===== config.mk =====
export PLATFORM = sky130hd
export DESIGN_NAME = core_input_buf
export DESIGN_NICKNAME = d
export VERILOG_FILES = /design/src/rtl/core_input_buf.sv
export SDC_FILE = /design/constraint.sdc
export NUM_CORES = 1
export LEC_CHECK = 0
export CAP_MARGIN = 20
export CORE_MARGIN = 5
export CORE_UTILIZATION = 30
export CTS_CLUSTER_DIAMETER = 200
export DETAILED_ROUTE_END_ITERATION = 10
export HOLD_SLACK_MARGIN = 0.06
export RECOVER_POWER = 100
export SKIP_LAST_GASP = 1
export SYNTH_ARGS = -nofsm -noshare
export SYNTH_HDL_FRONTEND = slang
export SYNTH_SLANG_ARGS = --single-unit

===== constraint.sdc =====
create_clock -name CLK -period 4.1 [get_ports CLK]
set_clock_uncertainty 0.2 [all_clocks]
set_input_delay 0.41 -clock CLK [delete_from_list [all_inputs] [get_ports CLK]]
set_output_delay 0.41 -clock CLK [all_outputs]
set_load 0.05 [all_outputs]

===== src/rtl/core_input_buf.sv =====
// core_input_buf: two-slot, 16-word block buffer between the block-input write bus and one SHA256 core
// Ports:
//   CLK, RST_N          clock and asynchronous active-low reset
//   wr_en/wr_addr/din   word write into slot wr_seq; wr_blk_op tags the slot
//   set_input_ready     level; its rising edge marks slot wr_seq complete
//   ready[1:0]          per-slot complete block held
//   rd_start/rd_seq     core requests a ready slot; rd_en advances one word
//   dout/dout_valid     registered read word and its fresh-this-cycle flag
//   rd_blk_op           block op of the slot being read
//   rd_done             pulse with the last word; the slot is already released
//   busy                a read is in progress
//   err                 sticky protocol-violation flag
module core_input_buf #(
  parameter int DATA_WIDTH = 32,
  parameter int BLK_OP_MSB = 3
) (
  input  logic                  CLK,
  input  logic                  RST_N,
  input  logic                  wr_en,
  input  logic [3:0]            wr_addr,
  input  logic [DATA_WIDTH-1:0] din,
  input  logic [BLK_OP_MSB:0]   wr_blk_op,
  input  logic                  wr_seq,
  input  logic                  set_input_ready,
  output logic [1:0]            ready,
  input  logic                  rd_start,
  input  logic                  rd_seq,
  input  logic                  rd_en,
  output logic [DATA_WIDTH-1:0] dout,
  output logic                  dout_valid,
  output logic [BLK_OP_MSB:0]   rd_blk_op,
  output logic                  rd_done,
  output logic                  busy,
  output logic                  err
);
  typedef enum logic {IDLE, READ} state_t;
  state_t                state;
  logic [DATA_WIDTH-1:0] mem [2][16];
  logic [BLK_OP_MSB:0]   blk_op [2];
  logic                  sir_q, cur_seq, rise, last, bad;
  logic [3:0]            rd_addr;
  logic [1:0]            set_m, clr_m;
  assign busy  = state == READ;
  assign rise  = set_input_ready & ~sir_q;
  assign last  = busy & rd_en & (rd_addr == 4'hf);
  // set is OR-ed in after the clear, so a same-slot set wins
  assign set_m = rise ? 2'b01 << wr_seq : 2'b00;
  assign clr_m = last ? 2'b01 << cur_seq : 2'b00;
  assign bad   = (wr_en & (ready[wr_seq] | (busy & (wr_seq == cur_seq)))) | (rise & ready[wr_seq]);
  // storage is not reset; errant writes still land
  always_ff @(posedge CLK)
    if (wr_en) mem[wr_seq][wr_addr] <= din;
  always_ff @(posedge CLK or negedge RST_N)
    if (!RST_N) begin
      state      <= IDLE;
      cur_seq    <= 1'b0;
      rd_addr    <= 4'h0;
      dout       <= '0;
      dout_valid <= 1'b0;
      rd_done    <= 1'b0;
      rd_blk_op  <= '0;
      ready      <= 2'b00;
      err        <= 1'b0;
      sir_q      <= 1'b0;
      blk_op     <= '{default: '0};
    end else begin
      sir_q      <= set_input_ready;
      ready      <= (ready & ~clr_m) | set_m;
      err        <= err | bad;
      if (wr_en) blk_op[wr_seq] <= wr_blk_op;
      dout_valid <= busy & rd_en;
      rd_done    <= last;
      if (busy) begin
        if (rd_en) dout <= mem[cur_seq][rd_addr];
        rd_addr <= rd_en ? rd_addr + 4'h1 : rd_addr;
        state   <= last ? IDLE : READ;
      end else if (rd_start && ready[rd_seq]) begin
        cur_seq   <= rd_seq;
        rd_addr   <= 4'h0;
        rd_blk_op <= blk_op[rd_seq];
        state     <= READ;
      end
    end
endmodule


# --- After elaboration in Yosys (flattened, before gate mapping) ---
# Memory sizes are Yosys's and may differ from the RTL's.
# Cells that the tools add are included.
# W data, S select, Z words.
op_classes:
  add_sub_neg: 1
  order_cmp: 8
  n_eq_ne: 3
  shift: 2
  n_mux: 25
  bitwise: 18
  n_reduce_logical: 7
op_table:
  columns: ["operator", "count"]
  rows:
  - ["$mux W512", 1]
  - ["$bmux W32 S4", 1]
  - ["$demux W32 S4", 1]
  - ["$mux W32", 3]
  - ["$mux W4", 7]
  - ["$ge A5 B5 Y1 const B", 2]
  - ["$not A4 Y5", 2]
  - ["$bwmux W8", 1]
  - ["$mux W1", 8]
  - ["$and A1 B1 Y1", 6]
  - ["$reduce_and A2 Y1", 3]
  - ["$lt A5 B1 Y1 const B", 1]
  - ["$add A4 B1 Y4 const B", 1]
  - ["$demux W4 S1", 1]
  - ["$eq A4 B4 Y1 const B", 1]
  - ["$ge A2 B2 Y1 const B", 2]
  - ["$lt A1 B2 Y1 const B", 2]
  - ["$mux W2", 2]
  - ["$not A1 Y2", 2]
  - ["$shl A1 B1 Y2 const A", 2]
  - ["$logic_and A1 B1 Y1", 3]
  - ["$or A1 B1 Y1", 3]
  - ["$and A2 B2 Y2", 1]
  - ["$lt A2 B1 Y1 const B", 1]
  - ["other kinds (6)", 7]
totals:
  reg_bits: 56
  mem_bits_rw: 1024
  in_bits: 48
  output_inout_bits: 42
  wordCells: 77
  n_memories: 1
mem_list:
  columns: ["memory", "words", "width", "rd", "rd_clocked_by_memory_dff", "write_ports", "line_no", "text"]
  rows:
  - ["mem", 2, 512, 1, 0, 1, "38", "logic [DATA_WIDTH-1:0] mem [2][16];"]

# --- Logic depth before layout (Yosys ltp) ---
# Gate-level depths: netlist (run 1).
logic_depth:
  word_depth: 6
  ltp_mapped: 8
  mapped_depth_nobuf: 6

# --- Worst setup path before layout (run 1) ---
# Ideal clock, no wire load.
synth_timing:
  kind: "input port to flip-flop"
  start: "input port wr_en"
  end: "memory mem[1][384] (netlist bit), enable pin"
  setup_ns: 0.421
  arrival_ns: 2.624
  required_ns: 3.479
  setup_slack_ns: 0.855
  stages: 4
  n_path_buf: 2
  path_cell_list: "clkbuf_1 -> or3b_2 -> clkbuf_1 -> nor2_1"
synth_between:
  elab_chain_cells: 2
synth_lines:
  columns: ["element", "line_no", "text"]
  rows:
  - ["from (decl)", "19", "input logic wr_en,"]
  - ["$mux W1", "52", "if (wr_en) mem[wr_seq][wr_addr] <= din;"]
  - ["$mux W512 (implied by the code)", "52", null]
  - ["to (decl)", "38", null]
# Every way passes these cells.

# --- Worst setup path in the final report (run 1) ---
layout_timing:
  start: "register rd_addr[0]"
  end: "register dout[1]"
layout_between:
  elab_chain_cells: 4
layout_lines:
  columns: ["element", "line_no", "text"]
  rows:
  - ["from (decl)", "41", "logic [3:0] rd_addr;"]
  - ["from (signal assigned)", "75", "rd_addr <= rd_en ? rd_addr + 4'h1 : rd_addr;"]
  - ["$not A4 Y5 (implied by the code)", "74", "if (rd_en) dout <= mem[cur_seq][rd_addr];"]
  - ["$bmux W32 S4", "74", null]
  - ["$mux W32 (implied by the code) (2 in a row)", "74", null]
  - ["to (signal assigned)", "74", null]
  - ["to (decl)", "29", "output logic [DATA_WIDTH-1:0] dout,"]
# Every way passes these cells. The select of a mux whose other input is x is not followed.
# A chain may end at the register's enable or synchronous reset.

==> results of run 1 <==
-- power breakdown --
part	leakage [uW]	switching (uW)	total (uW)	internal (uW)
registers	0.00988	321	12800	12400
clock network	0.00171	4030	9720	5690
logic	0.00299	3950	5890	1940
total	0.0146	8300	28400	20100
-- logic make-up after synthesis --
kind of cell             Yosys count
XOR/XNOR                           2
AND/OR/NAND/NOR                  109
AO/OA/AOI/OAI                    400
flip-flops                      1080
adder cells (fa/ha/maj)            1
multiplexers                     526
buffers and inverters            141
-- flip-flops by register name (all words and copies together) (netlist names), 2 cells and up --
name and cells:
mem 1024, dout 32, blk_op 8, rd_addr 4, rd_blk_op 4, ready 2
-- Yosys cell counts (5+ instances only) --
cell type	n
sky130_fd_sc_hd__o41ai_2	32
sky130_fd_sc_hd__nor2b_1	6
sky130_fd_sc_hd__buf_4	20
sky130_fd_sc_hd__buf_6	14
sky130_fd_sc_hd__nand2_1	42
sky130_fd_sc_hd__a22oi_1	128
sky130_fd_sc_hd__clkbuf_1	62
sky130_fd_sc_hd__mux2_2	8
sky130_fd_sc_hd__buf_8	6
sky130_fd_sc_hd__a21oi_1	70
sky130_fd_sc_hd__edfxtp_1	1024
sky130_fd_sc_hd__dfrtp_1	56
sky130_fd_sc_hd__a221oi_1	34
sky130_fd_sc_hd__o22ai_1	32
sky130_fd_sc_hd__nand3b_1	5
sky130_fd_sc_hd__o21ai_0	7
sky130_fd_sc_hd__mux2i_1	518
sky130_fd_sc_hd__buf_2	25
sky130_fd_sc_hd__a221oi_2	30
sky130_fd_sc_hd__a22o_1	65
sky130_fd_sc_hd__nor2_1	43
sky130_fd_sc_hd__buf_1	11
-- layout make-up --
type	count	area share, %
Clock buffer	158	6.19
Clock inverter	44	0.967
Inverter	2	0.0153
Multi-Input combinational cell	1038	18.7
Sequential cell	1080	65.6
Tap cell	1876	4.79
Timing Repair Buffer	226	3.76
-- metrics by stage --
stage / utilization, % / worst slack [ps] / hold WS [ps] / cell area, um^2 / power (uW)
global route: 35.1 / 549 / 190 / 49000 / 29500
floorplan: - / 855 / -85.6 / 42100 / 16600
finish: 35.1 / 725 / 204 / 49000 / 28400
global placement: 33.0 / 938 / 271 / 46000 / 19100
CTS: 35.6 / 1140 / 169 / 49700 / 28900
detailed placement: 33.1 / 910 / 268 / 46200 / 19100
-- path summary, 6_finish.rpt --
| path | from | end | slack, ps | cells after the start |
|---|---|---|---|---|
| hold reg to reg | err | err | 280 | 2 |
| setup reg to reg | rd_addr[0] | dout[1] | 720 | 5 |
| hold / removal | wr_blk_op[2] | blk_op[6] | 200 | 2 |
| min in group asynchronous | RST_N | dout[14] | 640 | 2 |
| setup / recovery | rd_addr[0] | dout[1] | 720 | 5 |
| max in group asynchronous | RST_N | cur_seq | 1650 | 2 |
-- worst max-delay path, cell delays in order (launching register included) --
cell,delay (ps)
sky130_fd_sc_hd__dfrtp_1,510
sky130_fd_sc_hd__and2_2,1190
sky130_fd_sc_hd__buf_4,490
sky130_fd_sc_hd__a221oi_1,230
sky130_fd_sc_hd__o22ai_1,430
sky130_fd_sc_hd__o41ai_2,150
-- routing by layer --
metal  GRT usage [%]  vias to the layer above
li1                -                     9595
met1            19.0                    11144
met2            22.9                      623
met3            2.42                      145
met4            3.20                        2
met5               0                        -
-- cell usage in the layout, fill, tap and decap left out, types with 3 or more instances in the layout --
| master | Yosys | final |
|---|---|---|
| sky130_fd_sc_hd__edfxtp_1 | 1024 | 1024 |
| sky130_fd_sc_hd__mux2i_1 | 518 | 518 |
| sky130_fd_sc_hd__a22oi_1 | 128 | 128 |
| sky130_fd_sc_hd__clkbuf_1 | 62 | 114 |
| sky130_fd_sc_hd__clkbuf_16 | 0 | 110 |
| sky130_fd_sc_hd__dlygate4sd3_1 | 0 | 79 |
| sky130_fd_sc_hd__a21oi_1 | 70 | 70 |
| sky130_fd_sc_hd__a22o_1 | 65 | 65 |
| sky130_fd_sc_hd__dfrtp_1 | 56 | 55 |
| sky130_fd_sc_hd__nand2_1 | 42 | 41 |
| sky130_fd_sc_hd__a221oi_1 | 34 | 36 |
| sky130_fd_sc_hd__nor2_1 | 43 | 34 |
| sky130_fd_sc_hd__buf_4 | 20 | 34 |
| sky130_fd_sc_hd__o22ai_1 | 32 | 32 |
| sky130_fd_sc_hd__a221oi_2 | 30 | 28 |
| sky130_fd_sc_hd__o41ai_2 | 32 | 19 |
| sky130_fd_sc_hd__buf_12 | 0 | 18 |
| sky130_fd_sc_hd__clkinv_1 | 0 | 16 |
| sky130_fd_sc_hd__o41ai_1 | 0 | 13 |
| sky130_fd_sc_hd__clkinv_2 | 0 | 13 |
| sky130_fd_sc_hd__clkdlybuf4s50_1 | 0 | 11 |
| sky130_fd_sc_hd__clkbuf_8 | 0 | 10 |
| sky130_fd_sc_hd__nor2_4 | 0 | 9 |
| sky130_fd_sc_hd__bufinv_16 | 0 | 9 |
| sky130_fd_sc_hd__mux2_2 | 8 | 8 |
| sky130_fd_sc_hd__clkbuf_2 | 0 | 8 |
| sky130_fd_sc_hd__o21ai_0 | 7 | 7 |
| sky130_fd_sc_hd__nand3b_1 | 5 | 5 |
| sky130_fd_sc_hd__nor2b_1 | 6 | 4 |
| sky130_fd_sc_hd__or3b_2 | 3 | 3 |
| sky130_fd_sc_hd__nand3_1 | 3 | 3 |
-- timing repair --
item,in CTS,in global routing
gates resized for setup,0,0
hold buffers,2,0
hold endpoints to repair,57,0
==> impl.org, run 1 <==
** Layout
- Storage cell area :: 32200 um^2
- The multi-input combinational cells in the finished layout cover a total of 9160 um^2.
- Number of cells in the finished layout apart from fillers :: 4424
- Net count of the finished layout :: 2504
- Share of cells above drive strength 1 :: 11.1%
- Filler Cells Inserted :: 13137
- The area growth from synthesis to layout is 16.3%.
- Antenna cells :: 0

** Drt
- The routed design has 104000 um of wire.
- Signal routing reaches up to met5.
- Number of nets still failing antenna checks after routing :: 0
- The detailed router placed 21509 vias in this run.
- Wire segments on met2 add up to 50600 um in the final route.
- Routed via count divided by cell count :: 4.86
- Dividing the detail-routed wire length by the instance count gives 23.5 um.
- Met3 WL post-DR :: 5950 um
- For this run, the detailed router's first-pass iteration total came to 5.
- For this block, wires on met1 add up to 45400 um.
- In this run, the number of DRC markers left after iteration 0 of detailed routing was 1885.
- In the routed design, unresolved DRC markers number 0.

** Floorplan
- The die is 385 um tall.
- 90 I/O pins were placed.
- Die Span X :: 385 um
- Die Footprint :: 148000 um^2
- The core region is 140000 um^2.
- Num rows :: 137
- Once the floorplan was initialized, standard cells occupied 30.2% of the core.

** Logic synthesis
- Post-synth net total :: 2308
- In the synthesized netlist the dominant register cell turns out to be sky130_fd_sc_hd__edfxtp_1.
- Dominant combinational cell family by area after synthesis :: multiplexers
- Synthesized-area fraction occupied by ao, oa, aoi and oai cells :: 8.06%
- Yosys mapped a number of flops with a built-in enable equal to 1024.
- Yosys warning total :: 0
- The biggest area contributor in the post-synthesis netlist is sky130_fd_sc_hd__edfxtp_1.
- Gate count of the mapped netlist :: 2259
- In this run the biggest area consumer among cell types represents 73.0% of the synthesized area.
- Yosys reg bits :: 1080
- After synthesis, the cell types taking the most area are sky130_fd_sc_hd__edfxtp_1 (73%), sky130_fd_sc_hd__mux2i_1 (12%), sky130_fd_sc_hd__dfrtp_1 (3.3%).
- Sequential cells were found to cover 76.3% of the synthesized design area.
- Mux cell area share after synthesis :: 12.5%
- Post-Synthesis Cell Area :: 42100 um^2
- Fraction of registers with async set or reset after synthesis :: 5.19%
- Yosys mapped the design onto 36 distinct sky130hd cell types.
- Share of the synthesized netlist area taken by xor and xnor gates :: 0.0416%
- Summing the areas of all fa, ha and maj instances in the mapped netlist gives 0.0297% of the synthesized area.
- After Yosys synthesis, and, or, nand and nor cells account for 1.14% of the synthesized area.
- Post-synthesis average cell area :: 18.7 um^2

** Timing
- Derived from the worst setup path, the maximum achievable clock frequency is 296 MHz.
- Final setup violation count :: 0
- Slew Viols, Final :: 562
- Number of hold-slack violations in the final timing report :: 0
- Setup repair after global routing missed its margin :: no
- Min cycle time layout :: 3380 ps
- Relative slew slack :: -32.5%
- Final worst path period share :: 82.3%
- Aggregate negative setup slack :: 0 ps
- For the pin with the worst max-slew slack, the measured transition is 1990 ps.

** Place
- Placer Congestion :: 0.790
- Buffers on Ports :: 89
- The number of placed instances, taps included, is 4211.
- Summed over all nets, the half-perimeter wirelength after detailed placement is 61400 um.

** Global routing
- Largest net degree at the start of global routing :: 78
- The first global-routing pass estimated 152000 um of wire.
- Number of antenna violations at the first check in global routing :: 16
- After global routing the overflow that remains totals 0.
- The number of global-route vias before repair came to 21437.
- Total routing resource utilization after global routing :: 13.8%

** Outcome
- The final reports fail on capacitance limit, slew limit.
- Result of the run :: finished, violations left

** Clock tree
- The H-tree was split into 3 levels.
- Post-CTS repair timing setup buffer count :: 0
- The clock drives 1080 sinks.
- Later-pin clock latency in the skew report :: 680 ps
- Clock tree from TritonCTS :: built
- Clock transition at the registers of the reported paths :: 60 ps
- In this run the clock root is driven by a sky130_fd_sc_hd__clkbuf_16.
- TritonCTS Buffers :: 107
- The clock passes through at most 3 buffers.

** Setup path
- STA classifies the critical path endpoint as a flop.
- Data arrival, critical path :: 3700 ps
- Required time worst endpoint :: 4430 ps
- The worst setup path is launched from a flop.
- Highest net fanout along the worst path :: 44
- Worst Path Class, Setup :: flop to flop

** Power and ir drop
- Power density over the cells :: 579 nW/um^2
- Leakage :: 0.0146 uW
- Maximum VDD drop :: 0.000436 V

** Run
- Across the run, the number of max-cap violations was 24.

** Hold path
- The path class of the tightest hold or removal check is primary input to flop.
Power figures use the tool's default switching activity.
==> run 2, diff against run 1 <==
==> constraint.sdc (replaced) <==
create_clock -name CLK -period 3 [get_ports CLK]
set_clock_uncertainty 0.2 [all_clocks]
set_input_delay 0.3 -clock CLK [delete_from_list [all_inputs] [get_ports CLK]]
set_output_delay 0.3 -clock CLK [all_outputs]
set_load 0.05 [all_outputs]
==> impl.org, run 2 (synthesized netlist as in run 1, its figures left out) <==
** Outcome
- The run finished, with violations left.
- Violated checks :: capacitance limit, slew limit

** Timing
- The number of max-slew violations in the final report was 395 (-30%).
- The post-route clock period utilization came to 95.2% (+13 points).
- The measured slew at the worst slew-check pin was 1650 ps (-341 ps).
- Number of hold-slack violations in the final timing report :: 0 (unchanged)
- Min cycle time layout :: 2850 ps (-521 ps)
- The tightest slew margin relative to the limit came to -9.78% (+23 points).
- Setup repair after global routing missed its margin :: no
- Aggregate negative setup slack :: 0 ps (unchanged)
- Maximum achievable frequency :: 350 MHz (+18%)
- Final setup violation count :: 0 (unchanged)

** Run
- The number of max-cap violations was 13 (-46%).

** Setup path
- Required time worst endpoint :: 3380 ps (-1050 ps)
- In this run the worst setup path terminates at dout[18].
- Startpoint of the lowest-slack register-to-register path :: cur_seq
- FF-to-FF End :: dout[18]
- Data arrival, critical path :: 3230 ps (-470 ps)
- The worst setup path is captured at a flop.
- The length in cells of the worst reg-to-reg path was 6 (+1).
- Tracing the worst setup path back leads to its startpoint at cur_seq.
- The highest net fanout along the worst path was 19 (-57%).
- The slack of the worst reg-to-reg path was 150 ps (-580 ps).
- Cell repeated most along the worst path :: sky130_fd_sc_hd__buf_12
- The largest individual stage delay along the critical path comes from the cell sky130_fd_sc_hd__a221oi_1.
- Startpoint type of the worst setup path :: flop
- The delay contributed by the slowest stage of the critical path came to 700 ps (-490 ps).
- List of cells traversed by the critical path :: buf_12 -> buf_12 -> mux2i_1 -> a221oi_1 -> o22ai_1 -> o41ai_2
- Worst Path Class, Setup :: flop to flop

** Floorplan
- Core box area :: 140000 um^2 (unchanged)
- Initial Util :: 30.2% (unchanged)
- The chip height is 385 um (unchanged).
- The number of rows in the core area came to 137 (unchanged).
- The horizontal die dimension was 385 um (unchanged).
- The number of I/O pins was 90 (unchanged).
- The floorplan die area is 148000 um^2 (unchanged).

** Clock tree
- The total clock buffers created by CTS was 106 (-0.93%).
- The clock transition at the register clock pins on the worst setup and hold paths after CTS came to 60 ps (about the same).
- Post-CTS repair timing setup buffer count :: 0 (unchanged)
- The count of clock tree sinks came to 1080 (unchanged).
- CTS Buffer Depth :: 3 (unchanged)
- CTS root buf :: sky130_fd_sc_hd__clkbuf_16
- The H-tree depth reported by CTS was 3 (unchanged).
- TritonCTS built the clock tree.
- The post-CTS resize count came to 0 (unchanged).
- Later-pin clock latency in the skew report :: 680 ps (about the same)

** Layout
- In the layout the commonest cells are sky130_fd_sc_hd__edfxtp_1 (1024), sky130_fd_sc_hd__mux2i_1 (518), sky130_fd_sc_hd__a22oi_1 (128).
- End-of-flow core utilization :: 35.4% (+0.22 points)
- Top Registers :: mem: 1024 flops, dout: 32 flops, blk_op: 8 flops
- Net count of the finished layout :: 2532 (+1.1%)
- Counting flops per register, the top entry is mem.
- The layout cell share with drive strength beyond 1 came to 13.0% (+1.9 points).
- Leaving out fill and tap cells, the most frequent cell in the layout is sky130_fd_sc_hd__edfxtp_1.
- Number of flip-flops in the largest register :: 1024 (unchanged)
- Area growth from synthesis to layout :: 17.0%

** Drt
- The routed length per instance came to 23.9 um (+1.7%).
- Via count :: 21846 (+1.6%)
- Total detailed-routing wirelength :: 107000 um (+2.4%)
- DR DRC count :: 0 (unchanged)
- The detailed router's first-iteration violation count was 1861 (-1.3%).
- Routed via count divided by cell count :: 4.90 (+0.86%)
- Number of nets still failing antenna checks after routing :: 0 (unchanged)
- Length of the first detailed-routing pass in iterations :: 5 (unchanged)

** Power and ir drop
- Fraction of power spent switching nets :: 29.4% (+0.15 points)
- The design internal power came to 27500 uW (+37%).
- Relative contribution of the clock network to total power :: 34.0% (-0.3 points)
- Maximum VDD drop :: 0.000491 V (+13%)
- Total Power Consumption :: 39000 uW (+37%)
- Power density over the cells :: 790 nW/um^2 (+37%)
- Leakage :: 0.0148 uW (+1.6%)
- The sequential share of power is 44.7% (-0.3 points).
- Share of power burned in combinational logic :: 21.3% (+0.5 points)
- The net switching power of the design came to 11500 uW (+38%).

** Global routing
- The initial antenna violation count is 12 (-4).
- The pin count of the biggest net entering global routing is 73 (-6.4%).
- Total routing resource utilization after global routing :: 14.0% (+0.21 points)
- The first-pass GRT wire length came to 153000 um (+0.95%).
- GR Overflow Total :: 0 (unchanged)
- The number of global-route vias before repair is 21854 (+1.9%).

** Hold path
- The tightest min-delay check is of the primary input to flop type.

** Place
- The detailed-placement wirelength estimate was 60400 um (-1.6%).
- The placer's final routability congestion estimate is 0.751 (-4.9%).
- The count of port buffers added during placement came to 89 (unchanged).
==> run 2: cell count changes in the layout (fill, tap and decap cells not counted), moves of 5 or more <==
cell / before / now
sky130_fd_sc_hd__nor2_4: 9 / 16
sky130_fd_sc_hd__clkbuf_1: 114 / 89
sky130_fd_sc_hd__dlygate4sd3_1: 79 / 84
sky130_fd_sc_hd__buf_4: 34 / 45
sky130_fd_sc_hd__clkbuf_2: 8 / 35
sky130_fd_sc_hd__nor2_1: 34 / 27
==> run 2: stage by stage <==
step	setup WS (ps)	area (um^2)	instances	hold slack, ps
floorplan	-135	42200	2259	-196
global placement	352	46800	4243	247
detailed placement	339	46800	4243	243
CTS	332	50400	4453	91.2
global route	87.7	49300	4453	107
finish	145	49300	4455	82.3
==> run 2: critical path, delay by kind of cell, from the launching register on <==
| kind | cells | cell delay, ps |
|---|---|---|
| compound gates | 3 | 1340 |
| flops | 1 | 660 |
| buf+inv | 2 | 440 |
| mux | 1 | 90 |
==> run 2: cell type report <==
| type | instances | area, um^2 |
|---|---|---|
| Multi-Input combinational cell | 1038 | 9190 |
| Timing Repair Buffer | 255 | 2130 |
| Clock buffer | 154 | 3010 |
| Antenna cell | 2 | 5.00 |
| Sequential cell | 1080 | 32200 |
| Clock inverter | 48 | 485 |
| Fill cell | 13060 | 90200 |
| Tap cell | 1876 | 2350 |
| Inverter | 2 | 7.51 |
==> run 2: repair_timing <==
| action | 4_1_cts | 5_1_grt |
|---|---|---|
| hold buffers | 8 | 0 |
| endpoints found under the setup margin | 0 | 0 |
| hold endpoints to repair | 65 | 0 |
==> run 2: worst min path at each step <==
stage / start / endpoint / slack [ps] / cells after the start
4_1_cts: rd_en / dout_valid / 90 / 3
3_3_place_gp: RST_N / dout[17] / 250 / 1
3_5_place_dp: RST_N / dout[15] / 240 / 1
2_1_floorplan: RST_N / blk_op[0] / -200 / 0
5_1_grt: rd_en / dout_valid / 110 / 3
6_report: rd_en / dout_valid / 80 / 3
==> run 2: power by group through the flow <==
stage / sequential (uW) / combinational (uW) / clock [uW]
floorplan: 18400 / 4280 / 0
global placement: 17800 / 8620 / 0
detailed placement: 17800 / 8670 / 0
CTS: 17500 / 8700 / 13500
global route: 17500 / 8750 / 14100
finish: 17400 / 8280 / 13300
==> run 2: metal layers <==
| metal | up-vias | share of wire (%) | global-route usage (%) |
|---|---|---|---|
| met3 | 173 | 5.6 | 2.34 |
| met4 | 2 | 2.9 | 4.37 |
| met2 | 645 | 49 | 23.6 |
| met1 | 11364 | 43 | 18.7 |
| met5 | - | 0.0066 | 0 |
| li1 | 9662 | - | - |
